$ cat src/rtl/frame_pkg.sv
// Shared types for the dual-rail frame scheduler: FSM states, token indices,
// the fixed token value table and the per-frame context payload.
package frame_pkg;

  localparam int unsigned NUM_CH    = 2;
  localparam int unsigned NUM_TOK   = 5;
  localparam int unsigned TOK_IDX_W = 3;

  typedef enum logic [3:0] {
    ST_IDLE,
    ST_ARB,
    ST_TOK_SET,
    ST_WAIT_HI,
    ST_TOK_CLR,
    ST_WAIT_LO,
    ST_NEXT,
    ST_DONE,
    ST_ERR
  } state_e;

  typedef logic [TOK_IDX_W-1:0] tok_idx_t;

  localparam tok_idx_t TOK_FS  = 3'd0;
  localparam tok_idx_t TOK_CH  = 3'd1;
  localparam tok_idx_t TOK_X0  = 3'd2;
  localparam tok_idx_t TOK_DIR = 3'd3;
  localparam tok_idx_t TOK_FE  = 3'd4;

  // Values of the fixed-position tokens; bit i is token i (CH and DIR are per frame)
  localparam logic [NUM_TOK-1:0] TOK_TABLE = 5'b10001;

  typedef struct packed {
    logic     ch;
    logic     dir;
    tok_idx_t idx;
  } frame_ctx_t;

  function automatic logic token_value(input tok_idx_t idx, input logic ch, input logic dir);
    logic v;
    v = 1'b0;
    case (idx)
      TOK_CH:                 v = ch;
      TOK_DIR:                v = dir;
      TOK_FS, TOK_X0, TOK_FE: v = TOK_TABLE[idx];
      default:                v = 1'b0;
    endcase
    return v;
  endfunction

endpackage

$ cat src/rtl/frame_scheduler_ack_sync.sv
// Multi-flop synchronizer for the asynchronous four-phase ack; resets to 0.
module ack_sync #(
  parameter int unsigned SYNC_STAGES = 2
) (
  input  logic clk,
  input  logic reset_n,
  input  logic d,
  output logic q
);

  logic [SYNC_STAGES-1:0] sync_q;

  always_ff @(posedge clk or negedge reset_n) begin
    if (!reset_n) sync_q <= '0;
    else          sync_q <= {sync_q[SYNC_STAGES-2:0], d};
  end

  assign q = sync_q[SYNC_STAGES-1];

endmodule

$ cat src/rtl/frame_scheduler.sv
// Round-robin two-channel scheduler emitting five-token dual-rail frames over a
// four-phase ack handshake. Define ACK_TIMEOUT_EN to build the ack-wait timeout.
module frame_scheduler
  import frame_pkg::*;
#(
  parameter int unsigned TIMEOUT_CYCLES = 255,
  parameter int unsigned SYNC_STAGES    = 2
) (
  input  logic              clk,
  input  logic              reset_n,
  input  logic [NUM_CH-1:0] req,
  input  logic [NUM_CH-1:0] dir,
  output logic [NUM_CH-1:0] grant,
  input  logic              ack,
  output logic              bit0_out,
  output logic              bit1_out,
  output logic              busy,
  output logic              done,
  output logic              err
);

  if (SYNC_STAGES < 2 || SYNC_STAGES > 3 || TIMEOUT_CYCLES < 1) begin : g_param_chk
    $error("frame_scheduler: SYNC_STAGES must be 2..3 and TIMEOUT_CYCLES >= 1");
  end

  state_e            state_q, state_d;
  frame_ctx_t        ctx_q, ctx_d;
  logic              prio_q, prio_d;
  logic [NUM_CH-1:0] grant_d;
  logic              busy_d, done_d, err_d, bit0_d, bit1_d;
  logic              ack_s;
  logic              tmo_hit;
  logic              ch_pick;
  logic              tok_c;

  ack_sync #(.SYNC_STAGES(SYNC_STAGES)) u_ack_sync (
    .clk     (clk),
    .reset_n (reset_n),
    .d       (ack),
    .q       (ack_s)
  );

`ifdef ACK_TIMEOUT_EN
  localparam int unsigned TMO_W = $clog2(TIMEOUT_CYCLES + 1);

  logic [TMO_W-1:0] tmo_q;

  // Counts cycles spent in the current wait state; cleared on every state change
  always_ff @(posedge clk or negedge reset_n) begin
    if (!reset_n) begin
      tmo_q <= '0;
    end else if ((state_q == state_d) &&
                 (state_q == ST_WAIT_HI || state_q == ST_WAIT_LO)) begin
      tmo_q <= tmo_q + TMO_W'(1);
    end else begin
      tmo_q <= '0;
    end
  end

  assign tmo_hit = (tmo_q == TMO_W'(TIMEOUT_CYCLES - 1));
`else
  assign tmo_hit = 1'b0;
`endif

  always_ff @(posedge clk or negedge reset_n) begin
    if (!reset_n) state_q <= ST_IDLE;
    else          state_q <= state_d;
  end

  // Next state plus next values of the registered outputs and frame context
  always_comb begin
    state_d = state_q;
    ctx_d   = ctx_q;
    prio_d  = prio_q;
    grant_d = '0;
    busy_d  = busy;
    done_d  = 1'b0;
    err_d   = 1'b0;
    bit0_d  = bit0_out;
    bit1_d  = bit1_out;
    ch_pick = 1'b0;
    tok_c   = 1'b0;

    case (state_q)
      ST_IDLE: begin
        if (|req) begin
          ch_pick   = (&req) ? prio_q : req[1];
          state_d   = ST_ARB;
          grant_d   = ch_pick ? 2'b10 : 2'b01;
          ctx_d.ch  = ch_pick;
          ctx_d.dir = dir[ch_pick];
          ctx_d.idx = TOK_FS;
          prio_d    = ~ch_pick;
          busy_d    = 1'b1;
        end
      end
      ST_ARB: begin
        tok_c   = token_value(ctx_q.idx, ctx_q.ch, ctx_q.dir);
        bit1_d  = tok_c;
        bit0_d  = ~tok_c;
        state_d = ST_TOK_SET;
      end
      ST_TOK_SET: state_d = ST_WAIT_HI;
      ST_WAIT_HI: begin
        if (ack_s) begin
          bit0_d  = 1'b0;
          bit1_d  = 1'b0;
          state_d = ST_TOK_CLR;
        end else if (tmo_hit) begin
          bit0_d  = 1'b0;
          bit1_d  = 1'b0;
          err_d   = 1'b1;
          state_d = ST_ERR;
        end
      end
      ST_TOK_CLR: state_d = ST_WAIT_LO;
      ST_WAIT_LO: begin
        if (!ack_s) begin
          state_d = ST_NEXT;
        end else if (tmo_hit) begin
          err_d   = 1'b1;
          state_d = ST_ERR;
        end
      end
      ST_NEXT: begin
        if (ctx_q.idx == TOK_FE) begin
          done_d  = 1'b1;
          state_d = ST_DONE;
        end else begin
          ctx_d.idx = tok_idx_t'(ctx_q.idx + 3'd1);
          tok_c     = token_value(ctx_d.idx, ctx_q.ch, ctx_q.dir);
          bit1_d    = tok_c;
          bit0_d    = ~tok_c;
          state_d   = ST_TOK_SET;
        end
      end
      ST_DONE, ST_ERR: begin
        busy_d  = 1'b0;
        state_d = ST_IDLE;
      end
      default: begin
        bit0_d  = 1'b0;
        bit1_d  = 1'b0;
        busy_d  = 1'b0;
        state_d = ST_IDLE;
      end
    endcase
  end

  always_ff @(posedge clk or negedge reset_n) begin
    if (!reset_n) begin
      ctx_q    <= '0;
      prio_q   <= 1'b0;
      grant    <= '0;
      busy     <= 1'b0;
      done     <= 1'b0;
      err      <= 1'b0;
      bit0_out <= 1'b0;
      bit1_out <= 1'b0;
    end else begin
      ctx_q    <= ctx_d;
      prio_q   <= prio_d;
      grant    <= grant_d;
      busy     <= busy_d;
      done     <= done_d;
      err      <= err_d;
      bit0_out <= bit0_d;
      bit1_out <= bit1_d;
    end
  end

endmodule

$ cat config.mk
export PLATFORM = sky130hd
export DESIGN_NAME = frame_scheduler
export DESIGN_NICKNAME = d
export VERILOG_FILES = /design/src/rtl/frame_pkg.sv /design/src/rtl/frame_scheduler_ack_sync.sv /design/src/rtl/frame_scheduler.sv
export SDC_FILE = /design/constraint.sdc
export NUM_CORES = 1
export LEC_CHECK = 0
export BUFFER_PORTS_ARGS = -buffer_cell sky130_fd_sc_hd__buf_4
export CELL_PAD_IN_SITES_DETAIL_PLACEMENT = 2
export CELL_PAD_IN_SITES_GLOBAL_PLACEMENT = 2
export CORE_AREA = 4 4 55 57
export DETAILED_ROUTE_END_ITERATION = 6
export DIE_AREA = 0 0 59 61
export HOLD_SLACK_MARGIN = 0.1
export PLACE_DENSITY_LB_ADDON = 0.1
export RECOVER_POWER = 50
export SLEW_MARGIN = 30
export SYNTH_ARGS = -nofsm -noshare
export SYNTH_HDL_FRONTEND = slang
export SYNTH_SLANG_ARGS = --single-unit
$ cat constraint.sdc
create_clock -name clk -period 4.1 [get_ports clk]
set_clock_uncertainty 0.1 [all_clocks]
set_input_delay 0.82 -clock clk [delete_from_list [all_inputs] [get_ports clk]]
set_output_delay 0.82 -clock clk [all_outputs]
set_load 0.01 [all_outputs]
==> results.cfg <==
[cells_and_area]
antenna_cells = 0
drive_gt1_share_pct = 25.8
fillers = 295
nets = 111
multi_input_area_sq_um = 442
areaGrowthSynthToFinish_pct = 14.0
design_area_sq_um = 1040
final_cell_mix = dfrtp_1, buf_4, nand2_1, o21ai_0, ha_1
layout_commonest_cell = dfrtp_1
regArea_sq_um = 425

[drt]
totalWireLength_microns = 2050
drc = 0
wire_per_inst_microns = 16.1
met1_length_microns = 996
vias = 666
routed-wl-met2_microns = 985
drtAntennaViolNets = 0
drt_iter0_markers = 1
highest_layer = met4
firstDrtPassIters = 2
wl_met3_microns = 52
viasPerCell = 5.24

[clocking]
cts_root_buffer = clkbuf_4
cts_setup_buffers = 0
cts_buffer_depth = 2
insertion_delay_ns = 0.29
ctsResizeCount = 0
cts_max_level = 1
cts.sinks = 17
clkTransAtPathRegs_ns = 0.11
tritoncts = built
hold_buffers = 0
cts-buffers-inserted = 3

[pwr]
p_clk_share_pct = 13.3
internal_power_mw = 0.406
cellLeakagePower_nw = 0.506
swShare_pct = 42.2
peakVddDrop_uv = 336
p_seq_share_pct = 43.7
combPwrFrac_pct = 43.0
powerDensity_nw_per_um2 = 677
p_sw_mw = 0.296

[placement]
numPortBuffers = 12
place_area_sq_um = 1010
dp_slack_ns = 2.12
place_congestion = 0.739
hpwl_microns = 1580

[min_path]
hp-class = reg2reg
min_from = u_ack_sync.sync_q[0]

[sta]
final.setup.tns_ns = 0
tightest_slew_ns = 0.957
fmax_mhz = 510
setup_viol = 0
slew_headroom_pct = 36.2
drv_slew = 0
period_share_pct = 47.9
rsz0062_at_grt = no
finalCriticalPeriod_ns = 1.96
layout_setup_ws_ns = 2.14
hold_viol_final = 0

[global_route]
grt_pass1_vias = 735
grt_usage_pct = 13.2
grt_antenna_before_repair = 0
grt_pass1_wl_microns = 3550
grt_overflow = 0
grt_max_degree = 18

[worst_setup_path]
reg2regPathDepth = 6
worst_setup_path_start_kind = flop
path_max_fanout = 6
critPathKind = reg2reg
rrSetupSlack_ns = 2.14
arrival_ns = 2.03
cp-startpoint = ctx_q[1]
rr_endpoint = bit1_out
r2r-start = ctx_q[1]
cp.required_ns = 4.17
endpoint = bit1_out
endpoint_kind = flop

[floorplanning]
core_area_sq_um = 2480
io_pins = 14
die-area_sq_um = 3600
die_width_microns = 59
die_h_microns = 61
rows = 18
initial_core_util_pct = 36.7

[synth]
ys_ff_latch = 17
synth_nets = 97
synth-seq-area-share_pct = 46.8
yosysUniqueCellTypes = 34
syn-cell-area_sq_um = 910
synth_cells = 84
yosys_most_used_dff = dfrtp_1
synth-edff-count = 0
async_flop_share_pct = 100
syn_area_per_cell_sq_um = 10.8
ys_warn_count = 0

[flow_run]
drv_cap = 0

[outcome]
outcome = complete, no violations
sequential cells by signal (all words and copies together), names as in the netlist:
register,flops
busy,1
u_ack_sync.sync_q,2
state_q,3
bit0_out,1
grant,2
done,1
ctx_q,5
bit1_out,1
prio_q,1
per-layer routing:
layer / global-route usage (%) / vias to the layer above
met1: 18.1 / 323
met5: 0 / -
li1: - / 331
met2: 21.1 / 10
met4: 4.85 / 0
met3: 1.91 / 2
metrics by stage:
step | instances | power [mW] | util [%] | hold WS (ns)
floorplan | 84 | 0.523 | - | 0.231
global placement | 123 | 0.609 | 40.9 | 0.235
detailed placement | 123 | 0.618 | 40.9 | 0.244
CTS | 127 | 0.714 | 42.0 | 0.270
global route | 127 | 0.769 | 41.9 | 0.292
finish | 127 | 0.702 | 41.9 | 0.265
worst min path at each step:
| stage | end | depth (start not counted) |
|---|---|---|
| after floorplan | u_ack_sync.sync_q[1] | 0 |
| after global placement | u_ack_sync.sync_q[1] | 0 |
| after detailed placement | u_ack_sync.sync_q[1] | 0 |
| after CTS | ctx_q[2] | 1 |
| after global routing | u_ack_sync.sync_q[1] | 0 |
| final | u_ack_sync.sync_q[1] | 0 |
power groups by stage:
stage               combinational [mW]  clock [mW]  sequential (mW)
finish                           0.302      0.0936            0.307
global route                     0.343       0.106            0.320
CTS                              0.310      0.0967            0.308
detailed placement               0.308           0            0.311
global placement                 0.302           0            0.307
floorplan                        0.241           0            0.282
kinds of logic after synthesis:
kind of cell | Yosys count | share of synthesized area, %
buffers and inverters | 8 | 4.68
AOI/OAI and AO/OA | 28 | 22.1
DFF | 17 | 46.8
adders and majority gates | 6 | 8.25
and+or+nand+nor | 23 | 16.1
muxes | 1 | 1.65
other | 1 | 0.412
critical path, cell delays in order (launching register included):
cell and delay, ns:
dfrtp_1 0.47, ha_1 0.21, ha_1 0.20, a211o_1 0.27
a22o_1 0.18, a32oi_1 0.24, o221ai_1 0.17
layout make-up:
class                           instances  share of cell area [%]
Multi-Input combinational cell         59                    42.6
Inverter                                5                    1.81
Clock buffer                            3                    2.17
Clock inverter                          1                   0.483
Timing Repair Buffer                   12                    8.32
Sequential cell                        17                    41.0
Tap cell                               30                    3.62
cell usage after synthesis (2+ instances only):
library cell,n,share of area [%]
a21o_1,3,2.5
a21oi_1,3,1.7
a22o_1,2,1.9
a22o_2,2,2.2
a32o_1,2,2.2
and3_1,2,1.4
dfrtp_1,17,47
ha_1,6,8.3
inv_1,5,2.1
nand2_1,8,3.3
nand3_1,3,1.7
nor2_1,2,0.83
o21ai_0,8,4.4
Power figures use the tool's default switching activity.
